<file path="config.mk">
export PLATFORM = sky130hd
export DESIGN_NAME = i2c_regif
export DESIGN_NICKNAME = d
export VERILOG_FILES = /design/src/rtl/i2c_regif.sv
export SDC_FILE = /design/constraint.sdc
export NUM_CORES = 1
export LEC_CHECK = 0
export ABC_CLOCK_PERIOD_IN_PS = 4760
export CELL_PAD_IN_SITES_DETAIL_PLACEMENT = 0
export CELL_PAD_IN_SITES_GLOBAL_PLACEMENT = 1
export CORE_MARGIN = 2
export CORE_UTILIZATION = 35
export DETAILED_ROUTE_END_ITERATION = 10
export PLACE_DENSITY = 0.73
export SYNTH_ARGS = -nofsm -noshare
export SYNTH_HDL_FRONTEND = slang
export SYNTH_SLANG_ARGS = --single-unit
</file>
<file path="constraint.sdc">
create_clock -name clk -period 4.76 [get_ports clk]
set_clock_uncertainty 0.1 [all_clocks]
set_input_delay 0.714 -clock clk [delete_from_list [all_inputs] [get_ports clk]]
set_output_delay 0.714 -clock clk [all_outputs]
set_load 0.05 [all_outputs]
</file>
<file path="src/rtl/i2c_regif.sv">
`default_nettype none
// ------------------------------------------------------------------------
// i2c_regif : I2C target turning bus traffic into register strobes (rev 1.0)
// ------------------------------------------------------------------------
module i2c_regif #(
  parameter logic [6:0] I2C_ADDR = 7'h70
) (
  input  logic       clk,
  input  logic       rst_n,
  input  logic       sda_in,
  input  logic       scl_in,
  output logic       sda_oe,
  output logic [7:0] reg_addr,
  output logic [7:0] wr_data,
  output logic       wr_en,
  output logic       rd_req,
  input  logic [7:0] rd_data,
  output logic       busy
);

  typedef enum logic [3:0] {
    IDLE    = 4'd0,
    DEVADDR = 4'd1,
    DEVACK  = 4'd2,
    SUBADDR = 4'd3,
    SUBACK  = 4'd4,
    WDATA   = 4'd5,
    WACK    = 4'd6,
    RDATA   = 4'd7,
    RACK    = 4'd8,
    IGNORE  = 4'd9
  } state_t;

  state_t     state;
  logic [2:0] sda_s, scl_s;
  logic [2:0] bit_cnt, nxt_bit;
  logic [6:0] rx;
  logic [7:0] tx, rx_byte;
  logic       rw, nack, rd_pend;
  logic       sda, scl_rise, scl_fall, start_det, stop_det;

  // Stage [1] is the synchronized value, stage [2] its one-cycle history.
  assign sda       = sda_s[1];
  assign scl_rise  =  scl_s[1] & ~scl_s[2];
  assign scl_fall  = ~scl_s[1] &  scl_s[2];
  assign start_det =  scl_s[1] &  scl_s[2] &  sda_s[2] & ~sda_s[1];
  assign stop_det  =  scl_s[1] &  scl_s[2] & ~sda_s[2] &  sda_s[1];
  assign rx_byte   = {rx, sda};
  assign nxt_bit   = bit_cnt - 3'd1;

  always_ff @(posedge clk or negedge rst_n) begin
    if (!rst_n) begin
      sda_s    <= 3'b111;
      scl_s    <= 3'b111;
      state    <= IDLE;
      bit_cnt  <= 3'd7;
      rx       <= 7'd0;
      tx       <= 8'd0;
      rw       <= 1'b0;
      nack     <= 1'b0;
      rd_pend  <= 1'b0;
      sda_oe   <= 1'b0;
      reg_addr <= 8'd0;
      wr_data  <= 8'd0;
      wr_en    <= 1'b0;
      rd_req   <= 1'b0;
      busy     <= 1'b0;
    end else begin
      sda_s   <= {sda_s[1:0], sda_in};
      scl_s   <= {scl_s[1:0], scl_in};
      wr_en   <= 1'b0;
      rd_req  <= 1'b0;
      rd_pend <= rd_req;
      if (start_det) begin
        state   <= DEVADDR;
        bit_cnt <= 3'd7;
        sda_oe  <= 1'b0;
        busy    <= 1'b1;
      end else if (stop_det) begin
        state  <= IDLE;
        sda_oe <= 1'b0;
        busy   <= 1'b0;
      end else begin
        case (state)
          DEVADDR: if (scl_rise) begin
            rx <= rx_byte[6:0];
            if (bit_cnt == 3'd0) begin
              rw    <= rx_byte[0];
              state <= (rx_byte[7:1] == I2C_ADDR) ? DEVACK : IGNORE;
            end else begin
              bit_cnt <= nxt_bit;
            end
          end
          // ACK states: first fall asserts the ACK, the second (ninth) releases it.
          DEVACK: if (scl_fall) begin
            if (!sda_oe) begin
              sda_oe <= 1'b1;
            end else begin
              sda_oe  <= 1'b0;
              bit_cnt <= 3'd7;
              rd_req  <= rw;
              state   <= rw ? RDATA : SUBADDR;
            end
          end
          SUBADDR: if (scl_rise) begin
            rx <= rx_byte[6:0];
            if (bit_cnt == 3'd0) begin
              reg_addr <= rx_byte;
              state    <= SUBACK;
            end else begin
              bit_cnt <= nxt_bit;
            end
          end
          SUBACK: if (scl_fall) begin
            if (!sda_oe) begin
              sda_oe <= 1'b1;
            end else begin
              sda_oe  <= 1'b0;
              bit_cnt <= 3'd7;
              state   <= WDATA;
            end
          end
          WDATA: if (scl_rise) begin
            rx <= rx_byte[6:0];
            if (bit_cnt == 3'd0) begin
              wr_data <= rx_byte;
              wr_en   <= 1'b1;
              state   <= WACK;
            end else begin
              bit_cnt <= nxt_bit;
            end
          end
          WACK: if (scl_fall) begin
            if (!sda_oe) begin
              sda_oe <= 1'b1;
            end else begin
              sda_oe   <= 1'b0;
              bit_cnt  <= 3'd7;
              reg_addr <= reg_addr + 8'd1;
              state    <= WDATA;
            end
          end
          // Bit 7 is presented as soon as the fetched byte arrives (SCL is still low).
          RDATA: if (rd_pend) begin
            tx     <= rd_data;
            sda_oe <= ~rd_data[7];
          end else if (scl_fall) begin
            if (bit_cnt == 3'd0) begin
              sda_oe <= 1'b0;
              state  <= RACK;
            end else begin
              sda_oe  <= ~tx[nxt_bit];
              bit_cnt <= nxt_bit;
            end
          end
          RACK: begin
            if (scl_rise) begin
              nack <= sda;
            end else if (scl_fall) begin
              if (!nack) begin
                reg_addr <= reg_addr + 8'd1;
                rd_req   <= 1'b1;
                bit_cnt  <= 3'd7;
                state    <= RDATA;
              end else begin
                state <= IGNORE;
              end
            end
          end
          IGNORE:  sda_oe <= 1'b0;
          IDLE:    sda_oe <= 1'b0;
          default: state  <= IDLE;
        endcase
      end
    end
  end

endmodule
`default_nettype wire

</file>
==> impl_summary.log, run 1 <==
INFO  metric dr.pass1.iters = 4
INFO  metric cts_hold_repair.buffers = 0
INFO  metric postCtsSetupRepairBufs = 0
INFO  metric final_cell_count_no_fill = 414
INFO  metric syn-cell-area = 2770 sq um
INFO  metric grt.overflow.total = 0
INFO  metric share_of_synthesized_registers_carrying_an_async_set_or_reset = 1.00
INFO  metric drc = 0
INFO  metric slowest_delay = 0.90 ns
INFO  metric floorplan.die.height = 92.9 microns
INFO  metric finalNetCount = 326
INFO  metric switching_share = 0.443
INFO  metric post-synth-top-area-cell = sky130_fd_sc_hd__dfrtp_1
INFO  metric drt-vias-per-instance = 5.24
INFO  metric drt_iter0_drc = 232
INFO  metric cts_num_sinks = 51
INFO  metric route.antenna.remaining_nets = 0
INFO  metric ctsLongestPathBuffers = 2
INFO  metric critPathMostFrequentCell = sky130_fd_sc_hd__o22a_1
INFO  metric final_non_filler_cell_area = 3230 sq um
INFO  metric floorplan.die_area = 8630 sq um
INFO  metric postRouteWirelength = 6200 microns
INFO  metric outcome = complete, no violations
INFO  metric hold_slack = 0.261 ns
INFO  metric num_antenna_cells = 0
INFO  metric max_cap_viol_count = 0
INFO  metric timing.critical_path.cells = or3b_4, a21oi_1, nand2_1, o22a_1, o22a_1
INFO  metric dominantRegCellSynth = sky130_fd_sc_hd__dfrtp_1
INFO  metric clk_latency = 0.31 ns
INFO  metric synth_top_cells_by_count = 48 x sky130_fd_sc_hd__nand2_1, 42 x sky130_fd_sc_hd__dfrtp_1, 22 x sky130_fd_sc_hd__a21oi_1, 20 x sky130_fd_sc_hd__nor2_1, 17 x sky130_fd_sc_hd__mux2_2
INFO  metric p_switching = 0.763 mW
INFO  metric place.gp.congestion = 0.812
INFO  metric synthesis.instances = 284
INFO  metric setup_tns = 0 ns
INFO  metric layout-drive-gt1-share = 0.147
INFO  metric utilization = 0.420
INFO  metric grt_antenna_before_repair = 0
INFO  metric numPortBuffers = 31
INFO  metric worstPathMaxFanout = 24
INFO  metric dpl_worst_slack = 1.96 ns
INFO  metric post_drt_wl_per_cell = 15.0 microns
INFO  metric initial_utilization = 0.360
INFO  metric numCtsBuffers = 5
INFO  metric total_power = 1.72 mW
INFO  metric final-max-slew-violation-count = 0
INFO  metric place.detailed.hpwl = 4350 microns
INFO  metric core_region_area = 7690 sq um
INFO  metric placement.cell_area = 3140 sq um
INFO  metric ys_seq_area_frac = 0.465
INFO  metric synthesis.nets = 299
INFO  metric num-fill-cells = 799
INFO  metric path_class = reg2reg
INFO  metric synth.yosys.warnings = 0
INFO  metric timing.critical_path.arrival = 2.90 ns
INFO  metric first_global_vias = 2109
INFO  metric tightest_slew = 1.17 ns
INFO  metric post-synth-top-area-fraction = 0.380
INFO  metric clock.fmax = 0.358 GHz
INFO  metric placementRows = 32
INFO  metric worst_setup_hold_path_clk_slew = 0.10 ns
INFO  metric final-seq-area = 1290 sq um
INFO  metric seq_power_share = 0.414
INFO  metric grt_start_max_net_pins = 52
INFO  metric ctsRootBufferMaster = sky130_fd_sc_hd__clkbuf_8
INFO  metric ctsHtreeMaxLevel = 2
INFO  metric critPathLaunchType = flip-flop
INFO  metric combinationalPowerShare = 0.436
INFO  metric hold_violations = 0
INFO  metric grt_util_all_layers = 0.156
INFO  metric min_period_over_period = 0.588
INFO  metric power_frac_clock = 0.150
INFO  metric postSynthRegisterBits = 51
INFO  metric syn-mean-instance-area = 9.74 sq um
INFO  metric internal_power = 0.959 mW
INFO  metric max_slew_margin = 0.222
INFO  metric power.leakage = 1.35 nW
INFO  metric cts_repair_resize_count = 0
INFO  metric multi_input_area = 1370 sq um
INFO  metric post_synth_main_area_contributors = sky130_fd_sc_hd__dfrtp_1 38%, sky130_fd_sc_hd__dfstp_2 8.5%, sky130_fd_sc_hd__mux2_2 6.9%
INFO  metric synth.most_common_cell = sky130_fd_sc_hd__nand2_1
INFO  metric synth_enable_flop_cells = 0
INFO  metric timing.hold.worst.class = reg2reg
INFO  metric cp_data_required_time = 4.87 ns
INFO  metric p_per_area = 534 nW/um^2
INFO  metric yosys.cell_types.count = 56
INFO  metric rsz0062_at_grt = false
INFO  metric floorplan.die.width = 92.9 microns
INFO  metric top_level_ports = 32
INFO  metric vdd_ir_drop_max = 0.363 mV
INFO  metric area.growth.synth_to_final = 16.6%
INFO  metric vias = 2168
INFO  metric tritoncts = done
INFO  metric grt_pass1_wl = 10700 microns
INFO  metric timing.critical_path.slowest_stage_cell = sky130_fd_sc_hd__a21oi_1
INFO  metric setup-violations-final = 0
INFO  metric critPathCaptureType = flip-flop
INFO  metric postLayoutSetupSlackWorst = 1.96 ns
INFO  metric placed_cells = 406
INFO  metric period_needed = 2.80 ns
==> worst paths after layout <==
check,from,to,slack (ns),cells after the start
max,state[2]$_DFFE_PN0P_,reg_addr[5]$_DFFE_PN0P_,1.96,5
min,scl_s[0]$_DFF_PN1_,scl_s[1]$_DFF_PN1_,0.26,0
max reg2reg,state[2]$_DFFE_PN0P_,reg_addr[5]$_DFFE_PN0P_,1.96,5
min reg2reg,scl_s[0]$_DFF_PN1_,scl_s[1]$_DFF_PN1_,0.26,0
max in group asynchronous,rst_n,tx[0]$_DFFE_PN0P_,3.72,2
min in group asynchronous,rst_n,wr_data[5]$_DFFE_PN0P_,0.41,2
==> placed cells by master (no fill, tap or decap), drive strengths merged, types with 2 or more instances in the layout <==
cell            n
a2bb2oi         4
clkdlybuf4s50  30
mux2           17
a21o            3
mux4            2
nand4           4
dfstp           9
o211ai          2
a21oi          23
ha              3
nand3b          4
nor2           20
buf             2
o21ai          15
clkbuf          5
nor2b           6
mux2i           4
nand2          48
o221ai          2
nand2b         10
dfrtp          42
clkinv          3
nor4            2
xnor2           2
a31oi           7
nand3           7
o22a            5
inv             9
nor3            2
==> cell type report <==
cell class              instances  share of cell area
flip-flops and latches         51               0.399
multi-input cells             212               0.426
clock buffers                   5              0.0213
inverters                       9              0.0105
clock inverters                 3             0.00698
repair buffers                 32              0.0969
well taps                     102              0.0396
==> critical path: cells and delay by family, from the launching register on <==
kind / cells / cell delay (ns)
AOI/OAI and AO/OA: 3 / 1.30
and+or+nand+nor: 2 / 0.66
DFF: 1 / 0.64
==> kinds of logic after synthesis <==
group           share of synthesized area
xor+xnor                          0.00633
mux                                 0.100
fa+ha+maj                          0.0136
flops                               0.465
compound gates                      0.179
simple gates                        0.198
buf+inv                            0.0380
==> state kept, by name (all words and copies together), names as in the netlist, 3 cells and up <==
signal    cells
state         4
scl_s         3
wr_data       8
sda_s         3
tx            8
reg_addr      8
rx            7
bit_cnt       3
==> metal layers <==
metal,track usage,vias up,routed length [microns]
met5,0,-,0
met4,0.0453,0,80
met3,0.0285,6,136
met2,0.230,33,2980
met1,0.233,1056,3010
li1,-,1073,-
==> power groups by stage <==
| stage | clock network (mW) | logic, mW | registers, mW |
|---|---|---|---|
| 2_1_floorplan | 0 | 0.516 | 0.749 |
| 3_3_place_gp | 0 | 0.752 | 0.719 |
| 3_5_place_dp | 0 | 0.751 | 0.720 |
| 4_1_cts | 0.269 | 0.754 | 0.713 |
| 5_1_grt | 0.289 | 0.836 | 0.740 |
| 6_report | 0.257 | 0.751 | 0.713 |
Power figures use the tool's default switching activity.
==> inputs of run 2 (changes only) <==
--- a/config.mk
+++ b/config.mk
@@ -5,7 +5,7 @@
 export SDC_FILE = /design/constraint.sdc
 export NUM_CORES = 1
 export LEC_CHECK = 0
-export ABC_CLOCK_PERIOD_IN_PS = 4760
+export ABC_CLOCK_PERIOD_IN_PS = 2600
 export CELL_PAD_IN_SITES_DETAIL_PLACEMENT = 0
 export CELL_PAD_IN_SITES_GLOBAL_PLACEMENT = 1
 export CORE_MARGIN = 2
==> constraint.sdc (replaced) <==
create_clock -name clk -period 2.6 [get_ports clk]
set_clock_uncertainty 0.1 [all_clocks]
set_input_delay 0.39 -clock clk [delete_from_list [all_inputs] [get_ports clk]]
set_output_delay 0.39 -clock clk [all_outputs]
set_load 0.05 [all_outputs]
==> impl_summary.log, run 2 (synthesis gave the netlist of run 1 again) <==
INFO  metric dr.pass1.iters = 5
INFO  metric final_cell_count_no_fill = 428
INFO  metric postCtsSetupRepairBufs = 0
INFO  metric tightest_slew = 0.657 ns
INFO  metric numPortBuffers = 31
INFO  metric ctsLongestPathBuffers = 2
INFO  metric grt_util_all_layers = 0.161
INFO  metric place.detailed.hpwl = 4730 microns
INFO  metric worstPathMaxFanout = 19
INFO  metric area.growth.synth_to_final = 20.9%
INFO  metric postRouteWirelength = 6550 microns
INFO  metric place.gp.congestion = 0.892
INFO  metric crit_path_max_delay_family = flip-flops
INFO  metric cts_repair_resize_count = 0
INFO  metric floorplan.die.height = 92.9 microns
INFO  metric placed_cells = 419
INFO  metric final_non_filler_cell_area = 3340 sq um
INFO  metric timing.critical_path.arrival = 2.39 ns
INFO  metric dpl_worst_slack = 0.333 ns
INFO  metric rsz0062_at_grt = false
INFO  metric initial_utilization = 0.360
INFO  metric max_slew_margin = 0.558
INFO  metric floorplan.die.width = 92.9 microns
INFO  metric layout.cells.most_common = sky130_fd_sc_hd__nand2_1
INFO  metric drc = 0
INFO  metric first_global_vias = 2181
INFO  metric cp_data_required_time = 2.70 ns
INFO  metric max_cap_viol_count = 0
INFO  metric top_level_ports = 32
INFO  metric power.leakage = 1.41 nW
INFO  metric outcome = complete, no violations
INFO  metric cts_num_sinks = 51
INFO  metric tritoncts = done
INFO  metric period_needed = 2.29 ns
INFO  metric finalNetCount = 340
INFO  metric route.antenna.remaining_nets = 0
INFO  metric clk_latency = 0.31 ns
INFO  metric setup-violations-final = 0
INFO  metric placement.cell_area = 3250 sq um
INFO  metric placementRows = 32
INFO  metric slowest_delay = 0.60 ns
INFO  metric path_class = reg2reg
INFO  metric timing.critical_path.slowest_stage_cell = sky130_fd_sc_hd__dfrtp_1
INFO  metric critPathCaptureType = flip-flop
INFO  metric total_power = 3.27 mW
INFO  metric core_region_area = 7690 sq um
INFO  metric critPathLaunchType = flip-flop
INFO  metric drt-vias-per-instance = 5.28
INFO  metric clock.fmax = 0.436 GHz
INFO  metric min_period_over_period = 0.881
INFO  metric grt_start_max_net_pins = 23
INFO  metric timing.critical_path.cells = or2_2, o21a_1, o21ai_0, o21ai_1, nor2_1, mux2_2
INFO  metric layout-drive-gt1-share = 0.178
INFO  metric post_drt_wl_per_cell = 15.3 microns
INFO  metric grt_pass1_wl = 11000 microns
INFO  metric num-fill-cells = 754
INFO  metric postLayoutSetupSlackWorst = 0.309 ns
INFO  metric numCtsBuffers = 5
INFO  metric top_regs = reg_addr x8, tx x8, wr_data x8
INFO  metric drt_iter0_drc = 184
INFO  metric floorplan.die_area = 8630 sq um
INFO  metric grt_antenna_before_repair = 0
INFO  metric worst_setup_hold_path_clk_slew = 0.09 ns
INFO  metric grt.overflow.total = 0
INFO  metric vdd_ir_drop_max = 0.662 mV
INFO  metric ctsHtreeMaxLevel = 2
INFO  metric bufs_and_invs_on_worst_path = 0
INFO  metric vias = 2260
INFO  metric num_antenna_cells = 0
INFO  metric ctsRootBufferMaster = sky130_fd_sc_hd__clkbuf_8
INFO  metric final-max-slew-violation-count = 0
INFO  metric timing.hold.worst.class = reg2reg
INFO  metric hold_violations = 0
INFO  metric setup_tns = 0 ns
INFO  metric p_per_area = 979 nW/um^2
INFO  metric final_cell_mix = 48 x sky130_fd_sc_hd__nand2_1, 42 x sky130_fd_sc_hd__dfrtp_1, 30 x sky130_fd_sc_hd__clkdlybuf4s50_1
==> run 2: changes by cell type in the layout (fill, tap and decap cells not counted), sizes merged <==
cell and change:
inv -1, clkinv -1, clkinvlp +1, dlygate4sd3 +1, buf +13, clkbuf +1
==> run 2: report_power, final <==
group	leakage, nW	internal, mW	switching [mW]
combinational	0.729	0.670	0.854
clock	0.0418	0.194	0.280
sequential	0.639	0.975	0.300
total	1.41	1.84	1.43
==> run 2: layout make-up <==
cell class / count / area, sq um / area share
Multi-Input combinational cell: 212 / 1370 / 0.411
Sequential cell: 51 / 1290 / 0.385
Timing Repair Buffer: 46 / 433 / 0.129
Tap cell: 102 / 128 / 0.0382
Clock buffer: 6 / 72.6 / 0.0217
Inverter: 9 / 33.8 / 0.0101
Clock inverter: 2 / 16.3 / 0.00486
==> run 2: final timing paths <==
path	startpoint	to	slack (ns)	cells past startpoint
setup / recovery	state[1]$_DFFE_PN0P_	state[0]$_DFFE_PN0P_	0.31	6
hold / removal	sda_s[0]$_DFF_PN1_	sda_s[1]$_DFF_PN1_	0.26	0
setup reg to reg	state[1]$_DFFE_PN0P_	state[0]$_DFFE_PN0P_	0.31	6
hold reg to reg	sda_s[0]$_DFF_PN1_	sda_s[1]$_DFF_PN1_	0.26	0
max in group asynchronous	rst_n	sda_s[2]$_DFF_PN1_	1.37	3
min in group asynchronous	rst_n	nack$_DFFE_PN0P_	0.38	2
==> run 2: layer usage <==
| metal | track usage | share of wire | wire, microns | vias up |
|---|---|---|---|---|
| met1 | 0.230 | 0.48 | 3170 | 1116 |
| met2 | 0.253 | 0.47 | 3100 | 37 |
| li1 | - | - | - | 1101 |
| met3 | 0.0309 | 0.033 | 215 | 6 |
| met4 | 0.0380 | 0.010 | 66 | 0 |
| met5 | 0 | 0 | 0 | - |
==> run 2: per-stage QoR <==
stage               hold slack (ns)   util
floorplan                  -0.00559      -
global placement              0.190  0.422
detailed placement            0.190  0.422
CTS                           0.262  0.435
global route                  0.264  0.435
finish                        0.261  0.435
==> run 2: what timing repair did <==
action,in CTS,in global routing
hold buffers,1,0
hold endpoints to repair,10,0
endpoints found under the setup margin,0,0
